**src/rtl/bcd_to_bin_pkg.sv**
```systemverilog
// Shared constants for the BCD-to-binary converter: default sizing, digit
// arithmetic constants and FSM state encodings.
// Pure declarations, no logic, no latency, no flow control.
package bcd_to_bin_pkg;

    // Default sizing: three packed decimal digits -> 10-bit binary (0..999)
    localparam int DIGITS_DEF = 3;
    localparam int BIN_W_DEF  = 10;

    // One packed BCD digit
    localparam int BCD_W = 4;

    // Reverse double dabble correction: digits >= 8 after a right shift get -3
    localparam logic [BCD_W-1:0] ADJ_THRESH = 4'd8;
    localparam logic [BCD_W-1:0] ADJ_VAL    = 4'd3;

    // Largest legal decimal digit
    localparam logic [BCD_W-1:0] BCD_MAX    = 4'd9;

    // FSM state encodings
    localparam logic [1:0] ST_IDLE  = 2'd0;
    localparam logic [1:0] ST_SHIFT = 2'd1;
    localparam logic [1:0] ST_DONE  = 2'd2;

endpackage

```
**src/rtl/bcd_to_bin_digit_adj.sv**
```systemverilog
// Single-digit correction for reverse double dabble: subtract 3 when digit >= 8.
// Purely combinational, zero latency.
// No handshake; evaluated every cycle by the parent datapath.
module bcd_digit_adj
    import bcd_to_bin_pkg::*;
(
    input  logic [BCD_W-1:0] din,
    output logic [BCD_W-1:0] dout
);

    // Modulo-16 correction; valid BCD input never underflows here
    always_comb begin
        dout = din;
        if (din >= ADJ_THRESH) begin
            dout = din - ADJ_VAL;
        end
    end

endmodule

```
**src/rtl/bcd_to_bin.sv**
```systemverilog
// Sequential BCD-to-binary converter (reverse double dabble), one bit per pclk.
// Latency: done pulses 4*DIGITS+1 cycles after the accepting edge (13 for DIGITS=3).
// Backpressure: start is ignored while busy and during the DONE cycle; no queuing.
// Optional invalid-digit flag on err when BCD_DIGIT_CHECK_EN is defined.
module bcd_to_bin
    import bcd_to_bin_pkg::*;
#(
    parameter int DIGITS = DIGITS_DEF,
    parameter int BIN_W  = BIN_W_DEF
) (
    input  logic                  pclk,
    input  logic                  rst_n,
    input  logic                  start,
    input  logic [4*DIGITS-1:0]   bcd_in,
    output logic                  busy,
    output logic                  done,
    output logic [BIN_W-1:0]      bin_out,
    output logic                  err
);

    localparam int DW    = BCD_W * DIGITS;
    localparam int CNT_W = $clog2(DW + 1);

    logic [1:0]       state_q;
    logic [DW-1:0]    d_q;      // remaining decimal digits being drained
    logic [DW-1:0]    r_q;      // binary result collected from the right
    logic [CNT_W-1:0] cnt_q;    // shifts still to perform

    logic [DW-1:0]    d_sh;
    logic [DW-1:0]    r_sh;
    logic [DW-1:0]    d_adj;
    logic [CNT_W-1:0] cnt_dec;

    // The digit/result pair shifts as one word: D's LSB becomes R's MSB
    always_comb begin
        {d_sh, r_sh} = {d_q, r_q} >> 1;
        cnt_dec      = cnt_q - CNT_W'(1);
    end

    // Every digit of the shifted D is corrected in parallel in the same cycle
    for (genvar g = 0; g < DIGITS; g++) begin : g_adj
        bcd_digit_adj u_adj (
            .din  (d_sh [g*BCD_W +: BCD_W]),
            .dout (d_adj[g*BCD_W +: BCD_W])
        );
    end

    // Control FSM, shift counter and datapath registers
    always_ff @(posedge pclk) begin
        if (!rst_n) begin
            state_q <= ST_IDLE;
            d_q     <= '0;
            r_q     <= '0;
            cnt_q   <= '0;
            busy    <= 1'b0;
            done    <= 1'b0;
            bin_out <= '0;
        end else begin
            done <= 1'b0;
            case (state_q)
                ST_IDLE: begin
                    if (start) begin
                        d_q     <= bcd_in;
                        r_q     <= '0;
                        cnt_q   <= CNT_W'(DW);
                        busy    <= 1'b1;
                        state_q <= ST_SHIFT;
                    end
                end
                ST_SHIFT: begin
                    d_q   <= d_adj;
                    r_q   <= r_sh;
                    cnt_q <= cnt_dec;
                    if (cnt_dec == '0) begin
                        busy    <= 1'b0;
                        state_q <= ST_DONE;
                    end
                end
                ST_DONE: begin
                    // Bits of R above BIN_W are always zero for legal input
                    bin_out <= r_q[BIN_W-1:0];
                    done    <= 1'b1;
                    state_q <= ST_IDLE;
                end
                default: begin
                    state_q <= ST_IDLE;
                end
            endcase
        end
    end

`ifdef BCD_DIGIT_CHECK_EN
    logic bad_digit;
    logic bad_q;

    // Any digit above 9 on the incoming word marks the request as invalid
    always_comb begin
        bad_digit = 1'b0;
        for (int i = 0; i < DIGITS; i++) begin
            if (bcd_in[i*BCD_W +: BCD_W] > BCD_MAX) begin
                bad_digit = 1'b1;
            end
        end
    end

    // Flag is captured at acceptance and published together with done
    always_ff @(posedge pclk) begin
        if (!rst_n) begin
            bad_q <= 1'b0;
            err   <= 1'b0;
        end else begin
            if (state_q == ST_IDLE && start) begin
                bad_q <= bad_digit;
            end
            if (state_q == ST_DONE) begin
                err <= bad_q;
            end
        end
    end
`else
    assign err = 1'b0;
`endif

endmodule
```
**config.mk**
```make
export PLATFORM = sky130hd
export DESIGN_NAME = bcd_to_bin
export DESIGN_NICKNAME = d
export VERILOG_FILES = /design/src/rtl/bcd_to_bin_pkg.sv /design/src/rtl/bcd_to_bin_digit_adj.sv /design/src/rtl/bcd_to_bin.sv
export SDC_FILE = /design/constraint.sdc
export NUM_CORES = 1
export LEC_CHECK = 0
export ABC_CLOCK_PERIOD_IN_PS = 3700
export CAP_MARGIN = 15
export CORE_ASPECT_RATIO = 0.7
export CORE_MARGIN = 3
export CORE_UTILIZATION = 45
export CTS_CLUSTER_DIAMETER = 120
export CTS_CLUSTER_SIZE = 25
export DETAILED_ROUTE_END_ITERATION = 10
export PLACE_DENSITY = 0.75
export SYNTH_ARGS = -nofsm -noshare
export SYNTH_HDL_FRONTEND = slang
export SYNTH_SLANG_ARGS = --single-unit
```
**constraint.sdc**
```tcl
create_clock -name pclk -period 3.7 [get_ports pclk]
set_input_delay 0.74 -clock pclk [delete_from_list [all_inputs] [get_ports pclk]]
set_output_delay 0.74 -clock pclk [all_outputs]
set_load 0.05 [all_outputs]
```
==> impl_summary.txt <==
----------------------------------------------------
[Critical path]
  Worst Setup SP ... busy$_SDFFE_PN0P_
  Maximum fanout encountered on the critical timing path ... 3
  Logic depth of the worst setup path including buffers ... 1
  Critical path's slowest cell ... clkdlybuf4s50_1
  CP endpoint kind ... output pin
  Required time of the critical path ... between 2000 and 3000 ps
  Delay of the slowest cell on the worst path ... 820 ps
  Critical Path, Cell by Cell ... clkdlybuf4s50_1
  Worst EP arrival ... about 1500 ps
  Crit path capture ... busy
  Worst-case register-to-register setup slack ... approximately 2100 ps
  Startpoint class of the critical path ... register
  Worst reg2reg path startpoint ... state_q[1]$_SDFFE_PN0P_
  Worst Path Class, Setup ... register to output pin
  Top cell family by delay on the critical path ... buffers and inverters
  Worst flop-to-flop path endpoint ... r_q[3]$_SDFFE_PN0P_
  Buffers plus inverters on the worst setup path ... 1
  Depth of the worst register-to-register path ... 3

[Pwr]
  Final Total Pwr ... around 1000 uW
  Areal power density over the cells ... approximately 430 nW/um^2
  Worst ir drop on vdd ... between 0.2 and 0.25 mV
  Leakage power figure ... 0.000883 uW

[Layout]
  Number of cells in the finished layout apart from fillers ... 280
  Sequential Area ... around 840 um^2
  Layout-stage area growth over the synthesis result ... 15.8%
  Final design instance area without fill ... about 2300 um^2
  Area of combinational cells with multiple inputs ... between 900 and 1000 um^2
  Total Nets Final ... ~250
  Antenna cells ... 0
  Layout fillers ... 355
  Share of post-route cells with drive strength above 1 ... under 10%

[Timing]
  Count of pins over their slew limit ... 0
  Slack of the critical path ... around 1500 ps
  Worst-case clock skew ... roughly 5.4 ps
  Setup repair after global routing missed its margin ... no
  Crit share post-route ... roughly 60%
  Slew @ Worst Pin ... between 600 and 700 ps
  Worst rel slew slack ... 59.6%
  Setup TNS ... 0 ps
  Fin. Hold Viols ... 0
  F_max ... 452 MHz
  Final count of negative-setup-slack endpoints ... 0
  Tmin final ... about 2200 ps

[Placed design]
  Placed inst area ... between 2000 and 2500 um^2
  Pre-CTS setup slack ... 1320 ps
  Placed cells ... 272
  Placed wire-length estimate ... between 2000 and 3000 um
  Port Buffers ... 26
  Final Wtd Congestion ... ~0.79

[Synthesis]
  Synth async-reset ratio ... 0%
  Synth Net Count ... between 200 and 250
  Total number of yosys warnings ... 0
  Biggest area contributors in the synthesized netlist ... dfxtp_1 43%, nand2_1 6.9%, a21boi_1 4.2%
  Most area-hungry cell type in the Yosys netlist ... dfxtp_1
  Post-synth cell types ... 38
  Count of flip-flops with a built-in enable after synthesis ... 0
  FF+latch count, synth ... 42
  Syn Std Cell Area ... between 1500 and 2000 um^2
  Portion of the post-synthesis area used by sequential elements ... about 43%
  Top flip-flop cell by instance count after synthesis ... dfxtp_1
  Average size of a mapped cell ... between 9 and 10 um^2
  Synthesized instance count ... ~210
  Proportion of netlist area held by the largest area contributor ... a little over two fifths

[GRT]
  Number of global-route vias before repair ... between 1000 and 1500
  Overall Global Routing Usage ... between 15 and 20%
  Gr ovfl total ... 0
  Fraction of met1 tracks used by global routing ... about 23%
  Most used routing layer ... met1
  Maximum number of pins on one net before global-route repair ... 23
  Number of antenna violations at the first check in global routing ... 0
  Global-route wire length before repair ... 6190 um
  Met3 usage ... under 10%
  Fraction of met2 tracks used by global routing ... 20.0%

[Floorplanning]
  Count of standard-cell rows ... 19
  Initial cell density of the core ... between 40% and 50%
  Area of the core ... between 4000 and 5000 um^2
  Full die area ... ~5200 um^2
  Boundary pin count ... 28
  Die extent in y ... 61.3 um
  Width of the die ... roughly 85 um

[Clock tree]
  Clock tree buffer depth ... 2
  Root cell of the clock tree ... clkbuf_8
  Htree depth ... 2
  Number of buffers added for setup after CTS ... 0
  Clock slew seen by the registers of the worst setup and hold paths ... ~80 ps
  TritonCTS clock tree ... yes
  CTS Buf Count ... 5
  CTS hold repair buffers ... 0
  Clock latency at the later pin of the worst-skew pair ... 290 ps
  Post-cts gate resize count ... 0
  Number of clock sinks ... 42

[Routing]
  Via count ... 1458
  Final antenna-violating net count ... 0
  Post-DR vias/cell ... about 5.2
  Detailed router's first-iteration violation count ... 98
  Number of remaining DRC errors ... 0
  Routed wire length per instance ... between 10 and 15 um
  Total length of routed wires ... ~3600 um
  First-pass iteration count of the detailed router ... 5

[Worst hold path]
  Worst hold-check path type ... register to register

[Job]
  Number of max-capacitance violations reported ... 0

[Run status]
  Status ... finished clean

----------------------------------------------------
[per-layer routing]
metal | vias up | routed length [um]
met4 | 0 | 59
met3 | 7 | 192
met2 | 29 | 1350
met1 | 666 | 1990
met5 | - | 0
li1 | 756 | -
[state kept, by name, indices dropped and copies added (netlist names)]
signal	cells
d_q	12
r_q	12
bin_out	10
cnt_q	4
state_q	2
busy	1
done	1
[cell usage after synthesis, types with 6 or more instances]
master / instances
ha_1: 6
nor2b_1: 9
nand2_1: 36
a21boi_1: 11
a21oi_1: 9
dfxtp_1: 42
inv_1: 7
a22o_1: 9
nor2_1: 6
buf_6: 7
o21ai_0: 6
[worst min path at each step]
stage / from / endpoint / slack (ps) / cells past startpoint
final: bin_out[4]$_SDFFE_PN0P_ / bin_out[4]$_SDFFE_PN0P_ / 460 / 2
after global routing: bin_out[2]$_SDFFE_PN0P_ / bin_out[2]$_SDFFE_PN0P_ / 480 / 2
after CTS: bin_out[2]$_SDFFE_PN0P_ / bin_out[2]$_SDFFE_PN0P_ / 460 / 2
after detailed placement: bin_out[2]$_SDFFE_PN0P_ / bin_out[2]$_SDFFE_PN0P_ / 450 / 2
after global placement: bin_out[2]$_SDFFE_PN0P_ / bin_out[2]$_SDFFE_PN0P_ / 450 / 2
after floorplan: r_q[0]$_SDFFE_PN0P_ / bin_out[0]$_SDFFE_PN0P_ / 430 / 2
[through the flow]
stage          hold WS, ps  util (%)
6_report               456      56.0
2_1_floorplan          431         -
3_5_place_dp           448      53.4
5_1_grt                479      56.0
4_1_cts                459      56.0
3_3_place_gp           446      53.4
[kinds of logic (layout without fill, tap and decap cells)]
kind of cell	after synthesis	after routing	synth area share, %
XOR/XNOR	4	4	1.78
flip-flops	42	42	42.7
adder cells (fa/ha/maj)	6	6	3.82
other	1	1	0.191
AND/OR/NAND/NOR	70	70	18.0
buffers and inverters	22	43	8.33
multiplexers	3	3	1.53
AO/OA/AOI/OAI	59	59	23.6
[layout make-up]
type,count,area share [%]
Inverter,7,1.15
Clock buffer,5,3.02
Timing Repair Buffer,28,12.1
Clock inverter,3,1.76
Tap cell,52,2.86
Multi-Input combinational cell,143,42.2
Sequential cell,42,36.9
[worst reg2reg max path, cell delays in order, from the launching register on]
cell and delay, ps:
dfxtp_1 710, o21bai_4 300, and2_1 390, a22o_1 200
[cell usage in the layout, fill, tap and decap left out, drive strengths merged, types with 3 or more instances in the layout]
cell type	netlist	routed
o21ai	6	6
clkdlybuf4s50	0	26
o211a	5	5
a22oi	5	5
nand2b	4	4
a21boi	12	12
dfxtp	42	42
ha	6	6
a21oi	9	9
clkbuf	3	5
inv	7	7
o221a	5	5
and2	5	5
mux2i	3	3
nor2b	11	11
a22o	9	9
nand2	37	37
nor2	8	8
xnor2	4	4
o211ai	5	5
[where the power goes]
part / internal [uW] / switching (uW) / total (uW) / leakage [uW]
combinational: 64.2 / 67.8 / 132 / 0.000482
sequential: 472 / 20.1 / 492 / 0.000343
clock: 198 / 151 / 349 / 0.0000579
total: 734 / 239 / 973 / 0.000883
Power figures use the tool's default switching activity.
